--- src/rtl/obj_spawn_sched.sv ---
// obj_spawn_sched: four-slot falling-object pool with LFSR spawn positions and level-dependent spawn gap
module obj_spawn_sched #(
  parameter int MAX_X    = 640,
  parameter int MAX_Y    = 480,
  parameter int OBJ_SIZE = 20,
  parameter int SPAWN_Y  = 16,
  parameter int BASE_GAP = 60,
  parameter int GAP_STEP = 10,
  parameter int MIN_GAP  = 20,
  parameter int BASE_V   = 2
) (
  input  logic        clk,
  input  logic        rst,
  input  logic        refr_tick,
  input  logic        run,
  input  logic [1:0]  level,
  input  logic        hit_valid,
  input  logic [1:0]  hit_slot,
  output logic [3:0]  obj_valid,
  output logic [39:0] obj_x,
  output logic [39:0] obj_y,
  output logic        escape
);
  logic [15:0] lfsr;
  logic [7:0]  gap, gap_n, gap_dec, gap_sub, reload;
  logic [3:0]  free_low, spawn_sel, hit_mask, esc, valid_n;
  logic [39:0] x_n, y_n;
  logic [10:0] x_raw, y_sum;
  logic [9:0]  x_spawn;
  logic        tick_run, spawn_go, escape_n;
  always_comb begin
    gap_dec   = 8'(GAP_STEP) * {6'd0, level};
    gap_sub   = 8'(BASE_GAP) - gap_dec;
    reload    = (gap_dec > 8'(BASE_GAP) || gap_sub < 8'(MIN_GAP)) ? 8'(MIN_GAP) : gap_sub;
    tick_run  = refr_tick && run;
    free_low  = ~obj_valid & (obj_valid + 4'd1);
    // counter value 1 means this tick is the last of the gap, so the spawn lands on the reload-th tick
    spawn_go  = tick_run && gap <= 8'd1 && free_low != 4'd0;
    spawn_sel = spawn_go ? free_low : 4'd0;
    x_raw     = {2'b0, lfsr[8:0]} + 11'd64;
    x_spawn   = (x_raw + 11'(OBJ_SIZE) > 11'(MAX_X)) ? 10'(MAX_X - OBJ_SIZE) : x_raw[9:0];
    hit_mask  = hit_valid ? 4'd1 << hit_slot : 4'd0;
    x_n       = obj_x;
    y_n       = obj_y;
    esc       = 4'd0;
    y_sum     = 11'd0;
    for (int i = 0; i < 4; i++) begin
      y_sum  = {1'b0, obj_y[10*i +: 10]} + 11'(BASE_V) + {9'd0, level};
      esc[i] = tick_run && obj_valid[i] && y_sum >= 11'(MAX_Y);
      x_n[10*i +: 10] = spawn_sel[i] ? x_spawn : obj_x[10*i +: 10];
      y_n[10*i +: 10] = spawn_sel[i] ? 10'(SPAWN_Y) :
                        (tick_run && obj_valid[i] && !esc[i]) ? y_sum[9:0] : obj_y[10*i +: 10];
    end
    valid_n  = run ? ((obj_valid & ~esc & ~hit_mask) | spawn_sel) : 4'd0;
    escape_n = run && |(esc & ~hit_mask);
    gap_n    = (!run || spawn_go) ? reload : (tick_run && gap != 8'd0) ? gap - 8'd1 : gap;
  end
  always_ff @(posedge clk or posedge rst) begin
    if (rst) begin
      lfsr      <= 16'hACE1;
      gap       <= 8'(BASE_GAP);
      obj_valid <= 4'd0;
      obj_x     <= 40'd0;
      obj_y     <= 40'd0;
      escape    <= 1'b0;
    end else begin
      lfsr      <= {lfsr[0] ^ lfsr[2] ^ lfsr[3] ^ lfsr[5], lfsr[15:1]};
      gap       <= gap_n;
      obj_valid <= valid_n;
      obj_x     <= x_n;
      obj_y     <= y_n;
      escape    <= escape_n;
    end
  end
endmodule

--- config.mk ---
export PLATFORM = sky130hd
export DESIGN_NAME = obj_spawn_sched
export DESIGN_NICKNAME = d
export VERILOG_FILES = /design/src/rtl/obj_spawn_sched.sv
export SDC_FILE = /design/constraint.sdc
export NUM_CORES = 1
export LEC_CHECK = 0
export ABC_AREA = 1
export ABC_CLOCK_PERIOD_IN_PS = 3400
export BUFFER_PORTS_ARGS = -buffer_cell sky130_fd_sc_hd__buf_2
export CAP_MARGIN = 20
export CELL_PAD_IN_SITES_DETAIL_PLACEMENT = 0
export CELL_PAD_IN_SITES_GLOBAL_PLACEMENT = 1
export CORE_AREA = 2 2 126 128
export DETAILED_ROUTE_END_ITERATION = 8
export DIE_AREA = 0 0 128 130
export PLACE_DENSITY = 0.82
export SYNTH_ARGS = -nofsm -noshare
export SYNTH_HDL_FRONTEND = slang
export SYNTH_SLANG_ARGS = --single-unit
--- constraint.sdc ---
create_clock -name clk -period 3.4 [get_ports clk]
set_input_delay 0.34 -clock clk [delete_from_list [all_inputs] [get_ports clk]]
set_output_delay 0.34 -clock clk [all_outputs]
set_load 0.05 [all_outputs]
# --- Yosys cells after proc, flatten, opt, wreduce, memory -nomap -nowiden ---
# Cells that the tools add are included.
classes:
  muxes: 15
  div: 0
  n_lt_le_gt_ge: 8
  reduce_logical: 32
  n_eq_ne: 0
  mul: 1
  shift: 1
  n_bitwise: 11
  addsub: 13
op_table:
  columns: ["op", "count"]
  rows:
  - ["10-bit two-way mux", 9]
  - ["10-bit by 2-bit adder with 11-bit output, second input constant", 4]
  - ["11-bit by 2-bit adder with 11-bit output", 4]
  - ["11-bit by 9-bit greater-or-equal comparator with 1-bit output, second input constant", 4]
  - ["8-bit two-way mux", 3]
  - ["1-bit logical AND", 17]
  - ["4-bit AND", 4]
  - ["4-bit two-way mux", 3]
  - ["4-bit inverter", 3]
  - ["10-bit by 5-bit adder with 11-bit output, second input constant", 1]
  - ["11-bit by 10-bit > comparator with 1-bit output, second input constant", 1]
  - ["9-bit by 7-bit adder with 10-bit output, second input constant", 1]
  - ["2-bit nonzero test", 5]
  - ["8-bit by 1-bit <= comparator with 1-bit output, second input constant", 1]
  - ["8-bit by 5-bit less-than comparator with 1-bit output, second input constant", 1]
  - ["8-bit nonzero test", 1]
  - ["8-bit by 1-bit subtractor with 8-bit output, second input constant", 1]
  - ["6-bit by 6-bit subtractor with 7-bit output, first input constant", 1]
  - ["6-bit > comparator, second input constant", 1]
  - ["1-bit logical NOT", 5]
  - ["3-bit by 2-bit multiplier with 5-bit output, first input constant", 1]
  - ["4-bit by 1-bit adder with 4-bit output, second input constant", 1]
  - ["4-bit bitwise OR", 1]
  - ["4-bit nonzero test", 1]
  - ["other kinds (4)", 7]
totals:
  mem_bits_ro: 0
  latchBits: 0
  register_bits: 109
  mem_bits_rw: 0
  mem_count: 0
  elab_cells: 93

# --- Logic depth before layout (Yosys ltp) ---
depth:
  depth_word: 9
  depth_mapped: 17

# --- Worst setup path before layout ---
# Ideal clock, no wire load.
synth_path:
  path_kind: "reg2reg"
  from: "register obj_y[21]"
  to: "register obj_y[24]"
  path_slack_ns: 0.654
  setup_ns: 0.120
  arrival_time_ns: 2.626
  stages_incl_launch_ff: 18
  path_buffers: 1
  t_required_ns: 3.280
  period_less_slack_ns: 2.746
  path_cell_list: "dfrtp_1 -> inv_1 -> ha_1 -> inv_1 -> ha_1 -> inv_1 -> fa_1 -> nor2_1 -> nand2_2 -> nand2_1 -> nand2_1 -> nor2_1 -> nand3_2 -> nand3_2 -> nand2_2 -> buf_6 -> o21ai_1 -> nand2_1"
synth_between:
  elab_chain_len: 7
  word_cells_on_any_way: 9
  cone_classes: "add/sub: 2; order compare: 1; mux: 2; reduce/logical: 4"
synth_rtl:
  columns: ["element", "line", "source"]
  rows:
  - ["start, declared", "21", "output logic [39:0] obj_y,"]
  - ["start signal, assigned", "71", "obj_y <= y_n;"]
  - ["10-bit by 2-bit adder with 11-bit output *", "48", "y_sum = {1'b0, obj_y[10*i +: 10]} + 11'(BASE_V) + {9'd0, level};"]
  - ["11-bit by 2-bit adder with 11-bit output *", "48", null]
  - ["11-bit by 9-bit greater-or-equal comparator with 1-bit output", "49", "esc[i] = tick_run && obj_valid[i] && y_sum >= 11'(MAX_Y);"]
  - ["1-bit logical AND", "49", null]
  - ["1-bit logical NOT", "52", "(tick_run && obj_valid[i] && !esc[i]) ? y_sum[9:0] : obj_y[10*i +: 10];"]
  - ["1-bit logical AND", "52", null]
  - ["2-bit nonzero test (no line)", null, null]
# Mark *: on every way between the ends. The rest lies on a longest branch, timed or not. The select of a mux whose other input is x is not followed.
# A chain may end at the register's enable or synchronous reset.

# --- Final worst setup path ---
layout_path:
  from: "register obj_y[11]"
  to: "register obj_y[13]"
# Same word-level chain as after synthesis.

==> run metrics <==
Async S/R FF share, synth=1.00; Root Buffer=clkbuf_16; Pleak=0.00361 uW; net count after synthesis=740; drt pass-1 iters=4; Logic pwr share=0.195; fin crit share=0.826; GRT Total Usage=0.177; worst slew pin tran=0.790 ns; post-cts sizing count=0; Synth Flop Type=dfrtp_1; Seq/Total Area, Yosys=0.485; I/O Buffers=93; Max-Slew Margin vs Limit=0.473; Seq pwr share=0.431; Ant. Diodes=0; Die Y=about 130 um; I/O pin count=94; CP startpoint kind=flip-flop; VDD IR-drop max=0.291 mV; Clock Skews=0.0100 ns; Slowest-stage cell, CP=fa_1; hold buffer count at cts=0; mapped cell area=5660 sq um; NumNets Final=837; routed wire length=14000 um; Final Setup Violations=0; Via Count=approximately 4700; GPL Wtd Cong=0.822; vias in the first global route=4457; CP Capture Type=flip-flop; Core Region=15400 sq um; GRT overflow=0; Clock Sinks=109; CP max stage delay=about 0.45 ns; synth warn=0; Slew Viols, Final=0; Power Dens Cells=roughly 510 nW/um^2; WS Path Type=reg2reg; FMAX=0.356 GHz; drt drc=0; H-tree levels=3; Area after DPL=6340 sq um; Setup TNS=0 ns; cells after synthesis=704; Crit Path Max Fanout=11; Avg Synthesized Cell Area=8.04 sq um; sw frac=0.323; Initial Util=0.367; initial antenna violation count=0; Worst path top cell family by delay=simple AND/OR/NAND/NOR gates; hold_ws=between 0.1 and 0.15 ns; clock transition at the registers of the reported paths=0.08 ns; initial detailed-routing violation count=around 230; global-route wire length before repair=23000 um; status=finished, final reports clean; worst hold path class=in2async; final antenna-violating net count=0; Synth Register Bits=109; Clock Power Share=0.374; WP data required=3.65 ns; clk_lat worst skew=between 0.3 and 0.4 ns; vias per cell=~4.7; CTS tree=built; CTS buffer count=9; setup bufs post-CTS=0; WP buf/inv=4; Die W=128 um; Period minus WS final=between 2 and 3 ns; Design Area, Final=around 6700 sq um; Sw Pwr=about 1100 uW; reg-to-reg slack, setup=0.59 ns; synth-to-layout area growth=18.5%; EDFF count, synth=0; crit-path most repeated cell=nand2_1; share of cells above drive strength 1=0.196; Hold Vio Cnt, Final=0; Internal=2310 uW; RSZ-0062 raised after global routing=no; DPL Wire Length=10400 um; die area=16600 sq um; CTS Buffer Depth=2; CP cell instances=inv_1, ha_1, inv_1, ha_1, inv_1, fa_1, nor2_1, nand2_1, nor2_1, nand3_1, nand2_1, nand3_2, nand2_1, inv_1, nand2_1, nand2_1; Rows=46; pin count of the biggest net entering global routing=61; WP data arrival=just over 3 ns; DR WL/cell=14.0 um; Max Cap Violations=0; Yosys cell types=31
## cell usage after synthesis (8+ instances only)
library cell,instances,area (sq um)
dfstp_2,12,315
o21ai_0,27,135
dfrtp_1,97,2430
xnor2_1,8,70.1
ha_1,23,288
nor2_1,61,229
nand2_1,240,901
o21ai_1,23,115
nand3_1,49,245
inv_1,81,304
## layer usage
layer  share of wire  vias up  track usage
met4           0.011        0       0.0485
met3           0.053       10       0.0525
met2            0.46       83        0.285
met5               0        -            0
li1                -     2408            -
met1            0.48     2185        0.234
## final cells by class
| type | instances | area [sq um] |
|---|---|---|
| sequential | 109 | 2740 |
| multi-input combinational | 499 | 2530 |
| inverter | 86 | 325 |
| fill | 1583 | 8720 |
| clock buffer | 10 | 239 |
| clock inverter | 6 | 129 |
| tap | 192 | 240 |
| timing repair buffer | 96 | 500 |
## power groups by stage
stage,clock (uW),combinational (uW),sequential [uW]
6_report,1270,666,1470
3_3_place_gp,0,670,1500
3_5_place_dp,0,673,1490
4_1_cts,1310,676,1470
5_1_grt,1350,735,1480
2_1_floorplan,0,270,1720
## registers in the layout, indices dropped and copies added, names as in the netlist
register   flops
lfsr          16
obj_y         40
escape         1
gap            8
obj_x         40
obj_valid      4
## cell usage in the layout (no fill, tap or decap), drive strengths merged
cell and instances:
clkbuf 10, xnor2 8, nand2 246, or2 11, o211ai 6, nand4 5
dfrtp 97, inv 88, bufinv 3, ha 23, xor2 7, dfstp 12
a31oi 1, a21oi 7, fa 4, buf 96, nor3 7, nor2 68
nand3 54, o21ai 51, clkinv 1, o21bai 1
## stage by stage
| step | total power (uW) | cells | setup WS (ns) | utilization |
|---|---|---|---|---|
| global placement | 2170 | 982 | 0.333 | 0.411 |
| detailed placement | 2170 | 982 | 0.297 | 0.411 |
| CTS | 3460 | 998 | 0.577 | 0.435 |
| floorplan | 1990 | 704 | 0.206 | - |
| finish | 3410 | 998 | 0.593 | 0.435 |
| global route | 3570 | 998 | 0.330 | 0.435 |
## worst paths after layout
path / startpoint / to / cells past startpoint
max: obj_y[11] / obj_y[13] / 16
min: rst / obj_y[37] / 2
max reg2reg: obj_y[11] / obj_y[13] / 16
min reg2reg: lfsr[14] / lfsr[13] / 0
max in group asynchronous: rst / lfsr[15] / 3
min in group clk: level[1] / gap[4] / 3
## logic make-up (layout without fill, tap and decap cells)
kind of cell | Yosys count | count (layout) | share of synthesized area
adders and majority gates | 27 | 27 | 0.0650
xor gates and xnor gates | 15 | 15 | 0.0232
buffers and inverters | 96 | 198 | 0.0683
DFF | 109 | 109 | 0.485
and+or+nand+nor | 391 | 391 | 0.296
AOI/OAI and AO/OA | 66 | 66 | 0.0623
Note: power is estimated with default switching activity, not from simulation.
